<file path="config.mk">
export PLATFORM = sky130hd
export DESIGN_NAME = pipe_skid32
export DESIGN_NICKNAME = d
export VERILOG_FILES = /design/src/rtl/pipe_skid32.sv
export SDC_FILE = /design/constraint.sdc
export NUM_CORES = 1
export LEC_CHECK = 0
export CAP_MARGIN = 10
export CELL_PAD_IN_SITES_DETAIL_PLACEMENT = 1
export CELL_PAD_IN_SITES_GLOBAL_PLACEMENT = 2
export CORE_MARGIN = 2
export CORE_UTILIZATION = 25
export CTS_BUF_LIST = sky130_fd_sc_hd__clkbuf_4 sky130_fd_sc_hd__clkbuf_8 sky130_fd_sc_hd__clkbuf_16
export DETAILED_ROUTE_END_ITERATION = 10
export DONT_BUFFER_PORTS = 1
export GPL_ROUTABILITY_DRIVEN = 0
export PLACE_DENSITY = 0.56
export RECOVER_POWER = 100
export SYNTH_ARGS = -nofsm -noshare
export SYNTH_HDL_FRONTEND = slang
export SYNTH_SLANG_ARGS = --single-unit
</file>
<file path="constraint.sdc">
create_clock -name CLK -period 2.65 [get_ports CLK]
set_input_delay 0.265 -clock CLK [delete_from_list [all_inputs] [get_ports CLK]]
set_output_delay 0.265 -clock CLK [all_outputs]
set_load 0.05 [all_outputs]
</file>
<file path="src/rtl/pipe_skid32.sv">
// pipe_skid32: two-entry skid buffer on a 32-bit valid/ready stream.
// Optional FLUSH port/logic enabled by defining PIPE_SKID32_FLUSH_EN.
module pipe_skid32 (
  input  logic        CLK,
  input  logic        RST,
  input  logic [31:0] IN,
  input  logic        IN_V,
  output logic        IN_RDY,
  output logic [31:0] OUT,
  output logic        OUT_V,
  input  logic        OUT_RDY,
  output logic [1:0]  COUNT
`ifdef PIPE_SKID32_FLUSH_EN
  ,
  input  logic        FLUSH
`endif
);

  typedef enum logic [1:0] {
    S_EMPTY = 2'd0,
    S_BUSY  = 2'd1,
    S_FULL  = 2'd2
  } state_t;

  state_t      state_q, state_d;
  logic [31:0] main_q, main_d;
  logic [31:0] skid_q, skid_d;
  logic        in_xfer;
  logic        out_xfer;
  logic        flush_w;

`ifdef PIPE_SKID32_FLUSH_EN
  assign flush_w = FLUSH;
`else
  assign flush_w = 1'b0;
`endif

  assign in_xfer  = IN_V & IN_RDY;
  assign out_xfer = OUT_V & OUT_RDY;

  // Occupancy state register; reset wins over everything.
  always_ff @(posedge CLK) begin
    if (RST) state_q <= S_EMPTY;
    else     state_q <= state_d;
  end

  // Entry storage; cleared on reset, kept across flush.
  always_ff @(posedge CLK) begin
    if (RST) begin
      main_q <= 32'h0;
      skid_q <= 32'h0;
    end else begin
      main_q <= main_d;
      skid_q <= skid_d;
    end
  end

  // Next occupancy from the transfers seen this cycle.
  always_comb begin
    state_d = state_q;
    unique case (state_q)
      S_EMPTY: if (in_xfer) state_d = S_BUSY;
      S_BUSY: begin
        if (in_xfer && !out_xfer)      state_d = S_FULL;
        else if (!in_xfer && out_xfer) state_d = S_EMPTY;
      end
      S_FULL: if (out_xfer) state_d = S_BUSY;
      default: state_d = S_EMPTY;
    endcase
    if (flush_w) state_d = S_EMPTY;
  end

  // Entry writes; a flush drops the same-cycle input.
  always_comb begin
    main_d = main_q;
    skid_d = skid_q;
    if (!flush_w) begin
      unique case (state_q)
        S_EMPTY: if (in_xfer) main_d = IN;
        S_BUSY: begin
          if (in_xfer && out_xfer) main_d = IN;
          else if (in_xfer)        skid_d = IN;
        end
        S_FULL: if (out_xfer) main_d = skid_q;
        default: ;
      endcase
    end
  end

  // Handshake and status outputs, all from registered state.
  always_comb begin
    IN_RDY = (state_q != S_FULL) && !RST;
    OUT_V  = (state_q != S_EMPTY);
    OUT    = main_q;
    COUNT  = state_q;
  end

endmodule

</file>
==> summary.md <==
The run finished with clean final reports. TritonCTS built the clock tree. The area growth from synthesis to layout is 10.2%. For the final hold slack, the log shows 0.0628 ns. The slowest cell on the critical path is clkbuf_1.

Static timing analysis puts the maximum clock frequency at 417 MHz. The combinational group share of total power is 8.5%, and the data required time at the worst endpoint is 2.89 ns. The root buffer cell chosen for the clock tree is clkbuf_16. Total grt overflow: 0.

The number of hold violations in the final report was 0. Once the floorplan was initialized, standard cells occupied 25.9% of the core. In this run the number of cells on the critical path is 5. The type of origin of the critical path was a register. Adding up every negative setup slack in the final design gives 0 ns. The via count of the first global-routing pass came out at 2562. Setup repair after global routing left no endpoint under its margin. The tools report the instance count of the mapped netlist as 315.

The region available for standard cell placement spans 0.0116 sq mm. The clock-pin transition on the worst setup and hold timing paths was 0.05 ns. The Yosys step of the flow raised 0 warnings. The setup path with the least slack is of type register to register. Walking the worst path, the cells encountered are clkbuf_1, and3b_1, or3_2, buf_2, a211oi_1. In this run the critical register-to-register path is launched from COUNT[0]. The internal power was 1.91 mW; the total global-route track usage was 14.5%. The slew at the pin closest to its max-slew limit was 0.807 ns; the global-route wire length before repair was 14200 um.

Dividing total power by cell area gives a power density of 800 mW/mm^2. The critical path ends at OUT[21]. The tightest min-delay check is of the primary input to register type. The floorplan has 39 rows. Of the total power, the clock network draws 45.2%.

The first-pass iteration count of the detailed router was 3; the top-level I/O count was 72. The cell area that synthesis handed to floorplanning was 0.00299 sq mm. After synthesis, flip-flops and latches occupy 44.1% of the total area. For the starting DRC count in detailed routing, the log shows 58.

The type of element capturing the critical path was a register. The quantity of I/O buffers inserted on ports was 0; the final max-slew violation count was 0. Counting distinct cell types in the post-synthesis netlist gives 26. The fill cell total of the finished layout is 1331, and the final setup violation count is 0.

Cells with a size suffix above 1 make up 12.6% of the layout. The final layout contains 344 nets. The detailed-route wire length per cell came out at 19.5 um. The critical path contains buffers and inverters numbering 2 combined.

Across all layers, the routed design uses 2295 vias. The tools report the max-slew headroom at the worst pin as 46.2%. The run gives 66 as the number of sinks on the clock net. Dividing the final minimum period by the clock period gives 90.6%. The die is 113 um wide. For the worst setup path, the data arrival time is 2.64 ns. The tool flagged a number of max-cap violations equal to 0. Among cell families on the critical path, the largest total delay comes from buffers and inverters. For this run, the slowest stage of the critical path takes 0.61 ns. The depth of the worst register-to-register path came out at 5. Measured on the finished design, the core utilization comes to 28.5%. The routed design could run at a clock period as short as 2.40 ns. The number of antenna violations at the first check in global routing was 0; the total inserted antenna cells was 0. The run gives 354 as the total nets after synthesis.

Origin of the worst setup path: COUNT[0]. Setup slack on the worst reg-to-reg path comes out at 0.25 ns. The synthesized design contains 66 register bits. After legalization and detailed placement, the total HPWL measured 5130 um.

The clock reaches the later pin of the worst-skew pair after 0.33 ns. The switching part of the total came out at 27.8%. In this run, CTS created clock tree buffers numbering 9. The floorplan step defined a die boundary enclosing 0.0129 sq mm. The design draws 2.64 mW. Number of routed nets with antenna violations: 0.

The worst register-to-register path ends at OUT[21]. After detailed routing, the number of remaining DRC violations is 0. Counting along the longest clock path gives a buffer depth of 2. For the final database, setup skew stands at 0.00404 ns. The peak supply drop was 0.345 mV; the detailed-route vias per instance was 5.07.

The power share of the sequential group came out at 46.4%. For the largest net degree at the start of global routing, the log shows 67. Dividing the synthesized area by the synthesized cell count gives 9.50 sq um. Summed over all nets, the switching power comes to 0.734 mW. Number of H-tree levels: 3. The final layout contains routed wiring with a total length of 8820 um. The maximum fanout along the worst path was 21; the static leakage power was 1.34 nW.

The height of the chip is 113 um.
## power groups by stage
stage	registers, mW	logic (mW)	clock network [mW]
2_1_floorplan	1.24	0.213	0
3_3_place_gp	1.25	0.232	0
3_5_place_dp	1.25	0.238	0
4_1_cts	1.23	0.265	1.25
5_1_grt	1.23	0.250	1.30
6_report	1.22	0.224	1.19
## how the worst min path moves through the flow
stage,start,to,slack [ns],cells past startpoint
CTS,IN[22],skid_q[22],0.05,2
floorplan,IN[0],skid_q[0],0.40,2
global route,IN[27],skid_q[27],0.05,2
detailed placement,RST,OUT[1],0.34,1
finish,IN[25],skid_q[25],0.06,2
global placement,RST,OUT[5],0.34,1
## cell families (layout without fill, tap and decap cells)
| kind of cell | after synthesis | after routing | synth area share (%) |
|---|---|---|---|
| adders and majority gates | 3 | 3 | 1.25 |
| buffers and inverters | 36 | 31 | 6.40 |
| DFF | 66 | 66 | 44.1 |
| AOI/OAI and AO/OA | 67 | 67 | 19.2 |
| muxes | 32 | 32 | 10.7 |
| and+or+nand+nor | 111 | 111 | 18.3 |
## registers in the layout, indices dropped and copies added (netlist names)
name	count
COUNT	2
OUT	32
skid_q	32
## Yosys cell counts, drive strengths merged
cell	n	area (sq um)
buf	11	96.3
nand2b	2	12.5
mux2i	32	320
ha	3	37.5
nand2	65	244
nor4	32	200
or3	1	6.26
and3b	3	26.3
nor4b	1	15.0
clkbuf	24	91.3
nor3b	1	7.51
nor2b	2	12.5
inv	1	3.75
a21oi	32	160
a211oi	34	405
or2	1	6.26
and2	1	6.26
nor2	1	3.75
a2bb2oi	1	8.76
nand3b	1	7.51
dfxtp	66	1320
## cells in the final DEF (no fill, tap or decap), drive strengths merged
cell type / Yosys / routed
nor2b: 2 / 2
nand2: 65 / 65
inv: 1 / 1
mux2i: 32 / 32
nand2b: 2 / 2
bufinv: 0 / 1
clkinv: 0 / 2
or3: 1 / 1
a21oi: 32 / 32
nor2: 1 / 1
nand3b: 1 / 1
clkbuf: 24 / 17
nor4: 32 / 32
a211oi: 34 / 34
nor4b: 1 / 1
ha: 3 / 3
a2bb2oi: 1 / 1
and3b: 3 / 3
nor3b: 1 / 1
buf: 11 / 10
dfxtp: 66 / 66
and2: 1 / 1
or2: 1 / 1
## cell type report
| type | count | area [sq um] | area share [%] |
|---|---|---|---|
| Clock buffer | 13 | 255 | 7.74 |
| Timing Repair Buffer | 14 | 121 | 3.68 |
| Tap cell | 143 | 179 | 5.42 |
| Multi-Input combinational cell | 213 | 1380 | 41.7 |
| Sequential cell | 66 | 1320 | 40.1 |
| Clock inverter | 3 | 40.0 | 1.21 |
| Inverter | 1 | 3.75 | 0.114 |
## through the flow
stage          setup slack [ns]  instance area [sq um]  std cells
2_1_floorplan            0.0431                   3000        315
3_5_place_dp              0.344                   3120        436
6_report                  0.249                   3300        453
4_1_cts                   0.345                   3440        453
3_3_place_gp              0.421                   3120        436
5_1_grt                   0.101                   3300        453
## routing by layer
metal	track usage, %	part of all wire, %
met1	16.4	43
met2	24.5	49
met3	6.48	7.2
met4	4.63	1.5
met5	0	0
## what timing repair did
item / 4_1_cts / 5_1_grt
hold endpoints to repair: 66 / 0
hold buffers: 1 / 0
buffers inserted: 0 / 0
resized for setup: 0 / 0
No activity file was read; power rests on OpenSTA's default activity.
==> patch: new RTL, same flow settings <==
Reset style: asynchronous (`RST`), changed in 2 clocked blocks.
--- a/src/rtl/pipe_skid32.sv
+++ b/src/rtl/pipe_skid32.sv
@@ -39,13 +39,13 @@
   assign out_xfer = OUT_V & OUT_RDY;
 
   // Occupancy state register; reset wins over everything.
-  always_ff @(posedge CLK) begin
+  always_ff @(posedge CLK or posedge RST) begin
     if (RST) state_q <= S_EMPTY;
     else     state_q <= state_d;
   end
 
   // Entry storage; cleared on reset, kept across flush.
-  always_ff @(posedge CLK) begin
+  always_ff @(posedge CLK or posedge RST) begin
     if (RST) begin
       main_q <= 32'h0;
       skid_q <= 32'h0;
Check against the original RTL: differs if RST is asserted again (counterexample within 4 cycles, from zero or initial values and one cycle with RST high); with RST held inactive, the same outputs for 10 cycles.
==> patch against the unedited design <==
  * The flow now finishes with violations (capacitance limit, slew limit)
  * Global-route usage shrank 4.2 points
  * Core utilization is 0.94 points higher
  * Wire length down 30%
  * Critical path depth increased by 1
  * Cell area increased by 6.8%
  * Area after synthesis increased by 1.5%
  * Setup slack improved by 120 ps
  * Via count decreased by 31%
  * Sequential cell count did not move
  * First-iteration DRC count decreased by 40%
  * Critical path type unchanged
  * Largest cell class is now flip-flops and latches
Power is not compared: it rests on default switching activity, and its combinational part moved more than twofold at a synthesized area within 25%.
==> patch: results (changes against the unedited design) <==
* Final slew viol count at 67 (+67)
* RR Endpoint: OUT[13]
* Non-clock buffer count at 10 (-4)
* Detailed placer's ending HPWL at 3.924 mm (-23%)
* Inverters at 2 (+1)
* GR Util met3 at 0.06088 (-0.003946)
* Count of multi-input gates at 112 (-47%)
* Outcome: finished with violations
* Placed Area at 3273 sq um (+5.0%)
* Post-synth top flop: dfrtp_1
* Min Hold Slack at 41.93 ps (-20.87 ps)
* Violated checks: capacitance limit, slew limit
* Area leader, netlist: dfrtp_1
* Tot GR Track Use at 0.1032 (-0.04171)
* Netlist cell types at 18 (-31%)
* Multi-input combinational cell area at 1260 sq um (-8.4%)
* Worst Hold Launch: OUT_RDY
* Final non-clock buffer share at 0.01882 (-0.01798)
* Die span in x at 114.3 microns (+0.74%)
* R2R cell count at 6 (+1)
* Skew final at 6.590 ps (+2.548 ps)
* Share of synthesized registers carrying an async set or reset at 1.000 (+1.000)
* Pre-CTS worst setup slack at 565.0 ps (+220.8 ps)
* Maxcap violations at 1 (+1)
* Post-layout min period at 2281 ps (-119.9 ps)
* Via count at 1584 (-31%)
* Synthesized area per cell at 16.00 sq um (+68%)
* # fillers at 1251 (-6.0%)
* Vias per cell at 4.487 (-11%)
* FF+latch count at 66 (unchanged)
* CP arrival at 2490 ps (-150 ps)
* Synth top area cells: dfrtp_1 54%, mux2_2 24%, mux2_4 15%
* Fin nets at 240 (-30%)
* Placed instance count at 337 (-23%)
* Hold depth at 1 (-1)
* First-pass GRT wire length at 9.880 mm (-31%)
* Met2 WL post-DR at 2.946 mm (-31%)
* CP Launch Point: COUNT[0]
* Top post-synthesis cells by count: 66 x dfrtp_1, 66 x mux2_2, 30 x mux2_4
==> patch: cell types whose count changed in the layout (fill, tap and decap cells not counted), moves of 4 or more <==
| cell | before | now |
|---|---|---|
| dfrtp_1 | 0 | 66 |
| buf_4 | 7 | 2 |
| a211oi_1 | 29 | 0 |
| mux2_4 | 0 | 9 |
| a211oi_2 | 5 | 0 |
| nand2_1 | 65 | 1 |
| mux2_2 | 0 | 66 |
| a21oi_1 | 32 | 0 |
| clkbuf_4 | 4 | 0 |
| mux2_1 | 0 | 21 |
| nor4_1 | 32 | 0 |
| mux2i_1 | 32 | 0 |
| dfxtp_1 | 64 | 0 |
==> patch: kinds of logic (layout without fill, tap and decap cells) <==
logic type | Yosys count | count (layout) | share of synthesized area
mux | 96 | 96 | 0.3928
flops | 66 | 66 | 0.5434
buf+inv | 12 | 28 | 0.02388
simple gates | 10 | 10 | 0.01935
fa+ha+maj | 3 | 3 | 0.01235
compound gates | 3 | 3 | 0.008233
